<file path="src/rtl/cpu_run_ctrl_pkg.sv">
// Shared CPU package: run-control state encodings, decoder opcode constants
// and the STP opcode check used by the decoder.
package cpu_run_ctrl_pkg;

    localparam int INSTR_W = 16;
    localparam int CNT_W   = 16;

    typedef enum logic [2:0] {
        ST_IDLE   = 3'd0,
        ST_LOAD   = 3'd1,
        ST_PRIME  = 3'd2,
        ST_HALTED = 3'd3,
        ST_RUN    = 3'd4,
        ST_STEP   = 3'd5
    } run_state_e;

    // Opcode lives in instr[15:11]
    localparam logic [4:0] OP_NOP = 5'b00000;
    localparam logic [4:0] OP_LDI = 5'b00001;
    localparam logic [4:0] OP_ADD = 5'b00010;
    localparam logic [4:0] OP_SUB = 5'b00011;
    localparam logic [4:0] OP_AND = 5'b00100;
    localparam logic [4:0] OP_OR  = 5'b00101;
    localparam logic [4:0] OP_JMP = 5'b01000;
    localparam logic [4:0] OP_BRZ = 5'b01001;
    localparam logic [4:0] OP_LD  = 5'b10000;
    localparam logic [4:0] OP_ST  = 5'b10001;
    localparam logic [4:0] OP_STP = 5'b11111;

    function automatic logic is_stp(input logic [INSTR_W-1:0] instr);
        return instr[15:11] == OP_STP;
    endfunction

endpackage

</file>
<file path="src/rtl/cpu_run_ctrl_sat_counter.sv">
// Width-parameterised up-counter that sticks at all-ones instead of wrapping.
module sat_counter #(
    parameter int W = 16
) (
    input  logic         clk,
    input  logic         rst_n,
    input  logic         clr,
    input  logic         en,
    output logic [W-1:0] cnt
);

    logic [W-1:0] cnt_q, cnt_d;

    always_comb begin
        cnt_d = cnt_q;
        if (clr)
            cnt_d = '0;
        else if (en && (cnt_q != {W{1'b1}}))
            cnt_d = cnt_q + 1'b1;
    end

    always_ff @(posedge clk or negedge rst_n) begin
        if (!rst_n)
            cnt_q <= '0;
        else
            cnt_q <= cnt_d;
    end

    assign cnt = cnt_q;

endmodule

</file>
<file path="src/rtl/cpu_run_ctrl.sv">
// CPU run controller: image loading through instruction port 2, fetch priming,
// and halted / run / single-step sequencing with an executed-instruction count.
module cpu_run_ctrl
    import cpu_run_ctrl_pkg::*;
#(
    parameter int ADDR_W       = 16,
    parameter int PRIME_CYCLES = 2
) (
    input  logic              clk,
    input  logic              rst_n,
    input  logic              load_valid,
    output logic              load_ready,
    input  logic [ADDR_W-1:0] load_addr,
    input  logic [15:0]       load_data,
    input  logic              load_done,
    input  logic              run_req,
    input  logic              step_req,
    input  logic              halt_req,
    input  logic              stp_detect,
    output logic              imem_sel,
    output logic              imem_wen,
    output logic [ADDR_W-1:0] imem_addr,
    output logic [15:0]       imem_wdata,
    output logic              pc_clr,
    output logic              cpu_en,
    output logic [2:0]        state,
    output logic [15:0]       cycle_cnt
);

    localparam int PW = (PRIME_CYCLES > 1) ? $clog2(PRIME_CYCLES) : 1;

    run_state_e        state_q, state_d;
    logic [PW-1:0]     prime_cnt_q, prime_cnt_d;
    logic              wen_q, wen_d;
    logic              sel_q, sel_d;
    logic              pc_clr_q, pc_clr_d;
    logic              cpu_en_q, cpu_en_d;
    logic [ADDR_W-1:0] addr_q, addr_d;
    logic [15:0]       wdata_q, wdata_d;
    logic              xfer;
    logic              prime_entry;

    // A word offered together with load_done is never accepted.
    assign load_ready = (state_q == ST_LOAD) && !load_done;
    assign xfer       = load_valid && load_ready;

    always_comb begin
        state_d     = state_q;
        prime_cnt_d = prime_cnt_q;
        case (state_q)
            ST_IDLE:   if (load_valid) state_d = ST_LOAD;
            ST_LOAD:   if (load_done) state_d = ST_PRIME;
            ST_PRIME: begin
                if (prime_cnt_q == PW'(PRIME_CYCLES - 1))
                    state_d = ST_HALTED;
                else
                    prime_cnt_d = prime_cnt_q + 1'b1;
            end
            ST_HALTED: begin
                if (!halt_req) begin
                    if (load_valid)    state_d = ST_LOAD;
                    else if (step_req) state_d = ST_STEP;
                    else if (run_req)  state_d = ST_RUN;
                end
            end
            ST_RUN:    if (halt_req || stp_detect) state_d = ST_HALTED;
            ST_STEP:   state_d = ST_HALTED;
            default:   state_d = ST_IDLE;
        endcase

        prime_entry = (state_d == ST_PRIME) && (state_q != ST_PRIME);
        if (prime_entry)
            prime_cnt_d = '0;

        // Transferred word appears on port 2 one cycle later; the loader keeps
        // the port for that cycle even though load_done already ended LOAD.
        wen_d    = xfer;
        addr_d   = xfer ? load_addr : addr_q;
        wdata_d  = xfer ? load_data : wdata_q;
        sel_d    = (state_d == ST_LOAD) || wen_d;
        pc_clr_d = prime_entry;
        cpu_en_d = (state_d == ST_RUN) || (state_d == ST_STEP);
    end

    always_ff @(posedge clk or negedge rst_n) begin
        if (!rst_n) begin
            state_q     <= ST_IDLE;
            prime_cnt_q <= '0;
            wen_q       <= 1'b0;
            sel_q       <= 1'b0;
            pc_clr_q    <= 1'b0;
            cpu_en_q    <= 1'b0;
            addr_q      <= '0;
            wdata_q     <= '0;
        end else begin
            state_q     <= state_d;
            prime_cnt_q <= prime_cnt_d;
            wen_q       <= wen_d;
            sel_q       <= sel_d;
            pc_clr_q    <= pc_clr_d;
            cpu_en_q    <= cpu_en_d;
            addr_q      <= addr_d;
            wdata_q     <= wdata_d;
        end
    end

    sat_counter #(.W(CNT_W)) u_cycle_cnt (
        .clk   (clk),
        .rst_n (rst_n),
        .clr   (prime_entry),
        .en    (cpu_en_q),
        .cnt   (cycle_cnt)
    );

    assign state      = state_q;
    assign imem_sel   = sel_q;
    assign imem_wen   = wen_q;
    assign imem_addr  = addr_q;
    assign imem_wdata = wdata_q;
    assign pc_clr     = pc_clr_q;
    assign cpu_en     = cpu_en_q;

endmodule
</file>
<file path="config.mk">
export PLATFORM = sky130hd
export DESIGN_NAME = cpu_run_ctrl
export DESIGN_NICKNAME = d
export VERILOG_FILES = /design/src/rtl/cpu_run_ctrl_pkg.sv /design/src/rtl/cpu_run_ctrl_sat_counter.sv /design/src/rtl/cpu_run_ctrl.sv
export SDC_FILE = /design/constraint.sdc
export NUM_CORES = 1
export LEC_CHECK = 0
export BUFFER_PORTS_ARGS = -buffer_cell sky130_fd_sc_hd__buf_4
export CAP_MARGIN = 25
export CORE_ASPECT_RATIO = 1.4
export CORE_MARGIN = 10
export CORE_UTILIZATION = 45
export CTS_CLUSTER_DIAMETER = 50
export DETAILED_ROUTE_END_ITERATION = 6
export PLACE_DENSITY = 0.74
export SYNTH_ARGS = -nofsm -noshare
export SYNTH_HDL_FRONTEND = slang
export SYNTH_HIERARCHICAL = 1
export SYNTH_SLANG_ARGS = --single-unit
export TNS_END_PERCENT = 100
</file>
<file path="constraint.sdc">
create_clock -name clk -period 3.2 [get_ports clk]
set_input_delay 0.48 -clock clk [delete_from_list [all_inputs] [get_ports clk]]
set_output_delay 0.48 -clock clk [all_outputs]
set_load 0.02 [all_outputs]
</file>
* After elaboration in Yosys (flattened, before gate mapping) *
Index checks and enable logic that the tools add are counted.

storage, ports and cells
  register bits after elaboration = 56
  input bits = 40
  output and inout port bits = 56
  logic and storage cells = 47

cells by class
  add/subtract/negate cells = 2
  equal/unequal tests = 11
  muxes and demuxes = 14
  reduce and logical (&&, ||, !) cells = 11

operator list
  kind                                                                    count
  16-bit 2-to-1 mux                                                       2
  3-bit 2-to-1 mux                                                        8
  3-bit case mux with 6 select lines                                      1
  16-bit by 1-bit adder with 16-bit output (second input constant)        1
  16-bit != test (second input constant)                                  1
  3-bit equality test (second input constant)                             4
  3-bit by 2-bit equality test with 1-bit output (second input constant)  3
  3-bit by 1-bit equality test with 1-bit output (second input constant)  2
  1-bit logical AND                                                       4
  2-bit nonzero test                                                      2
  3-bit zero test                                                         1
  1-bit logical OR                                                        3
  1-bit 2-to-1 mux                                                        3
  3-bit by 2-bit != test with 1-bit output (second input constant)        1
  1-bit adder (second input constant)                                     1
  1-bit zero test                                                         1

* Logic depth before layout (Yosys ltp) *
Gate-level depths: netlist of run 1.

  depth in word-level cells = 8
  mapped depth = 6
  gate-level depth less buffers = 5

* Hierarchy *
Netlist of run 1, hierarchy kept.

by module, submodules not included
  module        times used  cells each  area an instance (um^2)  sequential area each (um^2)
  cpu_run_ctrl  1           110         1,637.8                  1,001.0
  sat_counter   1           98          942.2                    400.4

* Least setup slack after synthesis of run 1 *
OpenSTA, ideal clock, no wires.

  path type = register to register
  from = register u_cycle_cnt.cnt_q[0], in the netlist u_cycle_cnt/cnt[0]
  to = register u_cycle_cnt.cnt_q[15], in the netlist u_cycle_cnt/cnt[15]
  setup time = 128 ps
  arrival time = 1,756 ps
  required time = 3,072 ps
  slack = 1,317 ps
  stages on the path, launching flop included = 6
  path buffers = 0
  period minus slack after synthesis = 1,883 ps
  cell sequence = dfrtp_1 > ha_1 > nand4_2 > nor4_4 > nor4_1 > mux2_1

between the ends
  cells in the longest elaborated chain, start to end = 3
  elaborated cells between the ends (all ways) = 6
  those cells by class = add/sub (1); eq/ne (1); mux (2); reduce/logical (2)

RTL lines
  what                                                                        RTL line                                                        source
  from (decl)                                                                 cpu_run_ctrl_sat_counter.sv:12                                  logic [W-1:0] cnt_q, cnt_d;
  from (signal assigned)                                                      cpu_run_ctrl_sat_counter.sv:26                                  cnt_q <= cnt_d;
  16-bit by 1-bit adder with 16-bit output or 16-bit != test (tied branches)  cpu_run_ctrl_sat_counter.sv:19, cpu_run_ctrl_sat_counter.sv:18
  16-bit 2-to-1 mux or 1-bit logical AND (tied branches)                      cpu_run_ctrl_sat_counter.sv:18                                  else if (en && (cnt_q != {W{1'b1}}))
  16-bit 2-to-1 mux or 2-bit nonzero test (tied branches)                     --

Parallel ways exist; a longest one is shown, timed or not. The select of a mux whose other input is x is not followed.
A chain may end at the register's enable or synchronous reset.

* Final worst setup path of run 1 *
  from = register u_cycle_cnt.cnt_q[0], in the netlist u_cycle_cnt/cnt[0]
  to = register u_cycle_cnt.cnt_q[11], in the netlist u_cycle_cnt/cnt[11]

Same word-level chain as after synthesis.

==> results by group, run 1 <==
Global routing
  – GRT Overall Usage: 13.4%
  – Vias in the first global route: 2108
  – Antenna violations before repair: 0
  – First-pass GRT wire length: 10.1 mm
  – Largest net degree at the start of global routing: 57
  – Total grt overflow: 0

Timing
  – Fin. max-slew vios: 0
  – Slew HR: 49.1%
  – RSZ-0062 raised after global routing: false
  – Worst-margin pin slew: 761 ps
  – Final Skew: 6.20 ps
  – Final setup fails: 0
  – Final worst-path cycle share: 64.7%
  – Tmin final: 2070 ps
  – Final hold vios: 0
  – FMAX: 483 MHz
  – Setup_tns: 0 ps

Critical path
  – Largest stage delay, worst path: 670 ps
  – Max FO, Critical Path: 13
  – Worst setup EP type: register
  – Data arrival time of the critical path: 2260 ps
  – CP Class: register to register
  – Crit Reg-Reg Endpoint: u_cycle_cnt/cnt[11]
  – Req. time, crit path: 3390 ps
  – R2r startpoint: u_cycle_cnt/cnt[0]
  – Startpoint Class: register
  – Slowest library cell on the worst path: nor4_4
  – Reg2Reg Depth: 5
  – CP Buf/Inv Count: 0
  – Critical path's top delay family: simple AND/OR/NAND/NOR gates
  – R2r setup slk: 1130 ps
  – Crit path to: u_cycle_cnt/cnt[11]
  – WP depth: 5
  – Cell breakdown of the critical path: ha_1, nand4_2, nor4_4, nor4_1, mux2_1
  – Crit path from: u_cycle_cnt/cnt[0]

Floorplanning
  – Row cnt: 32
  – Core ar.: 5530 µm²
  – Die area: 9210 µm²
  – Die W: 84.0 µm
  – IO Pins: 96
  – Initial Util: 46.7%
  – Die height: 110 µm

Place
  – Placer Congestion: 0.765
  – Placed cell area: 3320 µm²
  – PortBufs: 95
  – Hpwl dp: 4.97 mm
  – # placed instances: 363

Synth
  – Mapped cell area: 2580 µm²
  – Number of flops mapped to enable cells by yosys: 0
  – Synth Warn #: 6
  – FFs w/ async S/R, synth: 100%
  – Sequential area share after synthesis: 54.3%
  – Synth cell types: 46
  – Yosys reg bits: 56
  – Mean Syn Cell Area: 12.4 µm²
  – Syn nets: 249
  – Dominant synthesized flop cell: dfrtp_1
  – Synth Instances: 208

Clock network
  – Total CTS buffers: 5
  – Root Driver: clkbuf_8
  – Post-CTS setup buffers: 0
  – Clk Latency, worst-skew pair: 290 ps
  – Clk buf depth: 2
  – Sinks on the clock net: 56
  – H-tree Lvls: 2
  – CTS tree: built
  – Post-CTS sizing: 0
  – Hold_buf cts: 0
  – Worst-path clk slew: 100 ps

Pwr
  – Pwr Total: 2.75 mW
  – Max IR drop VDD: 0.000477 V
  – PwrDens: 809 nW/µm²
  – P_leak: 1.61 nW

Job
  – Maximum Capacitance Violations: 0

Drt
  – Vias per std cell: 5.45
  – WL final: 6.47 mm
  – Drt initial violations: 99
  – Drc violations: 0
  – Antenna viol nets, final: 0
  – Vias: 2018
  – Initial DRT Pass Iterations: 4
  – Routed length per instance: 17.5 µm

Status
  – Status: completed

Final layout
  – Layout cells sized above 1: 50.7%
  – Final Cell Area: 3400 µm²
  – Synth-to-layout area growth: 31.9%
  – # diodes: 0
  – Fin nets: 343
  – Final Non-Filler Cells: 370

Min path
  – Min-Delay Path Class: primary input to async pin
## state kept, by name (all words and copies together), names as in the netlist
name,flops
u_cycle_cnt/cnt,16
pc_clr,1
prime_cnt_q,1
cpu_en,1
imem_wdata,16
imem_addr,16
imem_sel,1
state,3
imem_wen,1
## layer usage
metal | GRT usage [%] | wire (µm)
met2 | 23.7 | 3430
met5 | 0 | 0
met1 | 13.8 | 2390
met3 | 6.14 | 582
met4 | 4.08 | 70
## power by group
group	switching, mW	internal (mW)	leakage [nW]
Combinational	0.643	0.613	0.864
Clock	0.220	0.149	0.0400
Sequential	0.171	0.957	0.708
Total	1.03	1.72	1.61
## worst register-to-register path, cell delays in order (launching register included)
cell and delay [ps]:
dfrtp_1 420, ha_1 250, nand4_2 150, nor4_4 670, nor4_1 150, mux2_1 340
## synth_stat cells (2+ instances only)
master / number / area (µm²)
or3_1: 2 / 12.5
nor3_1: 4 / 20.0
a21oi_1: 12 / 60.1
or4_1: 5 / 37.5
a211oi_1: 2 / 15.0
inv_1: 4 / 15.0
dfrtp_1: 56 / 1400
mux2_1: 4 / 45.0
and3_1: 3 / 18.8
or4_2: 2 / 17.5
nor4_1: 4 / 25.0
buf_6: 4 / 45.0
nand4_1: 6 / 37.5
nor2_1: 10 / 37.5
o31ai_1: 7 / 52.6
nand3_1: 3 / 15.0
nor2b_1: 7 / 43.8
mux2_2: 32 / 360
o21ai_0: 2 / 10.0
nand3b_1: 2 / 15.0
o21ai_1: 3 / 15.0
nand2_1: 6 / 22.5
and4_2: 2 / 20.0
clkbuf_1: 4 / 15.0
## worst min path at each step
stage	endpoint	start	cells after the start	slack, ps
2_1_floorplan	cpu_en	rst_n	0	180
3_3_place_gp	imem_wdata[1]	imem_wdata[1]	1	490
3_5_place_dp	imem_addr[3]	imem_addr[3]	1	490
4_1_cts	u_cycle_cnt/cnt[3]	rst_n	1	240
5_1_grt	u_cycle_cnt/cnt[3]	rst_n	1	270
6_report	u_cycle_cnt/cnt[3]	rst_n	1	220
## per-stage QoR
stage	utilization (%)	hold slack (ps)	setup WS, ps
2_1_floorplan	-	184	1320
6_report	61.6	215	1130
3_3_place_gp	60.1	489	1200
5_1_grt	61.6	266	974
4_1_cts	61.6	244	1130
3_5_place_dp	60.1	494	1140
## layout by cell type (no fill, tap or decap), types with 5 or more instances in the layout
cell type,Yosys,routed
a21oi_1,12,12
buf_4,1,97
clkbuf_8,0,5
dfrtp_1,56,56
mux2_2,32,32
nand2_1,6,6
nand4_1,6,6
nor2_1,10,10
nor2b_1,7,7
o31ai_1,7,7
or4_1,5,5
## area by class of cell
type / count / area (µm²)
well taps: 68 / 85.1
repair buffers: 97 / 728
multi-input cells: 137 / 1090
fillers: 487 / 2120
clock buffers: 5 / 68.8
clock inverters: 2 / 12.5
flip-flops and latches: 56 / 1400
inverters: 5 / 18.8
## cells by family after synthesis
kind of cell | count (synthesis) | synth area share (%)
fa+ha+maj | 1 | 0.485
buf+inv | 15 | 3.54
flops | 56 | 54.3
mux | 37 | 16.1
simple gates | 69 | 18.0
compound gates | 30 | 7.57
No activity file was read; power rests on OpenSTA's default activity.
==> inputs of run 2 (changes only) <==
Settings changed: CORE_UTILIZATION 45 to 44, PLACE_DENSITY 0.74 to 0.75.
Clock period 3.2 ns to 1.7 ns, I/O delays scaled along.
==> results by group, run 2 (synthesis gave the netlist of run 1 again) <==
Status
  – Status: complete, but fails checks (was completed)
  – Violated checks: negative setup slack

Timing
  – Tmin final: 1720 ps (was 2070 ps)
  – RSZ-0062 raised after global routing: true (was false)
  – Worst-margin pin slew: 696 ps (was 761 ps)
  – Setup_tns: -19.9 ps (was 0 ps)
  – Final Skew: 6.67 ps (was 6.20 ps)
  – Final WS setup: -17.2 ps (was 1130 ps)
  – Fin. max-slew vios: 0 (unchanged)
  – Final setup fails: 2 (was 0)
  – Final hold vios: 0 (unchanged)
  – Final worst-path cycle share: 101% (was 64.7%)
  – Slew HR: 53.5% (was 49.1%)
  – FMAX: 582 MHz (was 483 MHz)

Drt
  – Vias per std cell: 5.30 (was 5.45)
  – Drc violations: 0 (unchanged)
  – Drt initial violations: 99 (unchanged)
  – Wl on met1: 2.66 mm (was 2.39 mm)
  – Antenna viol nets, final: 0 (unchanged)
  – Met3 WL: 361 µm (was 582 µm)
  – Vias: 2146 (was 2018)
  – Top Metal Used: met4 (unchanged)
  – WL final: 7.45 mm (was 6.47 mm)
  – Initial DRT Pass Iterations: 4 (unchanged)
  – Routed length per instance: 18.4 µm (was 17.5 µm)
  – DR WL met2: 4.33 mm (was 3.43 mm)

Global routing
  – GRT Overall Usage: 14.9% (was 13.4%)
  – First-pass GRT wire length: 11.6 mm (was 10.1 mm)
  – Vias in the first global route: 2244 (was 2108)
  – Largest net degree at the start of global routing: 34 (was 57)
  – Total grt overflow: 0 (unchanged)
  – Antenna violations before repair: 0 (unchanged)

Critical path
  – Startpoint Class: register (unchanged)
  – CP Class: register to register (unchanged)
  – Crit path from: u_cycle_cnt/cnt[0] (unchanged)
  – Data arrival time of the critical path: 1920 ps (was 2260 ps)
  – Worst setup EP type: register (unchanged)
  – Slowest library cell on the worst path: dfrtp_2 (was nor4_4)
  – Max FO, Critical Path: 8 (was 13)
  – Largest stage delay, worst path: 410 ps (was 670 ps)
  – Cell breakdown of the critical path: ha_4, nand4_4, nor4_4, buf_6, nor4_2, mux2_1 (was ha_1, nand4_2, nor4_4, nor4_1, mux2_1)
  – Req. time, crit path: 1900 ps (was 3390 ps)
  – R2r startpoint: u_cycle_cnt/cnt[0] (unchanged)

Final layout
  – Layout cells sized above 1: 62.6% (was 50.7%)
  – Most common cell after layout, fill and taps aside: buf_4 (unchanged)
  – Synth-to-layout area growth: 48.2% (was 31.9%)
  – Core Util, Final: 68.2% (was 61.6%)
  – Most frequent cells in the layout: 126 x buf_4, 50 x dfrtp_1, 33 x mux2_2 (was 97 x buf_4, 56 x dfrtp_1, 32 x mux2_2)
  – # diodes: 0 (unchanged)
  – Fin nets: 377 (was 343)

Clock network
  – Clk buf depth: 2 (unchanged)
  – Clk Latency, worst-skew pair: 310 ps (was 290 ps)
  – H-tree Lvls: 2 (unchanged)
  – Root Driver: clkbuf_8 (unchanged)
  – CTS tree: built (unchanged)
  – Worst-path clk slew: 110 ps (was 100 ps)
  – Total CTS buffers: 5 (unchanged)
  – Sinks on the clock net: 56 (unchanged)

Floorplanning
  – Initial Util: 46.0% (was 46.7%)
  – Core ar.: 5610 µm² (was 5530 µm²)
  – Die height: 111 µm (was 110 µm)
  – Die area: 9370 µm² (was 9210 µm²)
  – IO Pins: 96 (unchanged)
  – Die W: 84.7 µm (was 84.0 µm)
  – Row cnt: 32 (unchanged)

Pwr
  – PwrDens: 1420 nW/µm² (was 809 nW/µm²)
  – Int Pwr: 3.36 mW (was 1.72 mW)
  – Max IR drop VDD: 0.00106 V (was 0.000477 V)
  – Pwr Total: 5.42 mW (was 2.75 mW)
  – Net Sw Power: 2.06 mW (was 1.03 mW)
  – Flop pwr share: 38.9% (was 41.0%)
  – P_leak: 1.80 nW (was 1.61 nW)
  – Sw Share: 38.0% (was 37.6%)
  – Clock power frac: 14.2% (was 13.4%)
  – Comb pwr share: 46.9% (was 45.6%)

Place
  – Hpwl dp: 5.48 mm (was 4.97 mm)
  – PortBufs: 95 (unchanged)
  – Placer Congestion: 0.806 (was 0.765)

Job
  – Maximum Capacitance Violations: 0 (unchanged)

Min path
  – Min-Delay Path Class: primary input to register (was primary input to async pin)
  – Worst hold start: halt_req
run 2: changes by cell type in the layout (fill, tap and decap cells not counted), sizes merged:
| cell | delta |
|---|---|
| dlygate4sd3 | +1 |
| buf | +33 |
| inv | +1 |
run 2: path summary, 6_finish.rpt:
kind                                            end  slack [ps]  cells past startpoint
worst max-delay path            u_cycle_cnt/cnt[13]         -20                      6
max in group asynchronous              imem_addr[5]         810                      3
min in group asynchronous       u_cycle_cnt/cnt[15]         400                      2
worst min register to register       imem_wdata[12]         520                      1
worst max register to register  u_cycle_cnt/cnt[13]         -20                      6
worst min-delay path                       state[2]         140                      2
run 2: power groups by stage:
stage	clock network, mW	logic [mW]	registers, mW
final	0.771	2.54	2.11
after global routing	0.858	2.71	2.18
after CTS	0.815	2.58	2.10
after detailed placement	0	2.57	2.13
after global placement	0	2.51	2.11
after floorplan	0	0.859	2.67
run 2: metal layers:
metal,up-vias,GRT usage [%]
li1,1026,-
met1,1064,14.9
met2,50,28.6
met3,6,3.52
met4,0,5.26
met5,-,0
run 2: layout make-up:
type,count,area [µm²]
Fill cell,453,1780
Sequential cell,56,1410
Multi-Input combinational cell,137,1190
Timing Repair Buffer,131,1020
Tap cell,68,85.1
Clock buffer,5,68.8
Clock inverter,3,27.5
Inverter,5,18.8
run 2: metrics by stage:
stage          instances  hold WS (ps)  cell area, µm²  setup WS [ps]
2_1_floorplan        208         -40.6            2610          -5.71
3_3_place_gp         391           203            3570          -14.0
3_5_place_dp         391           208            3570          -40.9
4_1_cts              402           131            3720          -20.3
5_1_grt              405           132            3820          -82.7
6_report             405           141            3820          -17.2
run 2: worst max-delay path, delay by kind of cell, from the launching register on:
family                   cells  cell delay (ps)
AND/OR/NAND/NOR              3              500
multiplexers                 1              340
flip-flops                   1              410
buffers and inverters        1              190
adder cells (fa/ha/maj)      1              160
run 2: timing repair:
item / 4_1_cts / 5_1_grt
gates resized for setup: 6 / 19
hold buffers: 1 / 0
setup endpoints to repair: 8 / 12
buffers inserted: 2 / 4
endpoints found under the hold margin: 26 / 0
pin swaps: 4 / 13
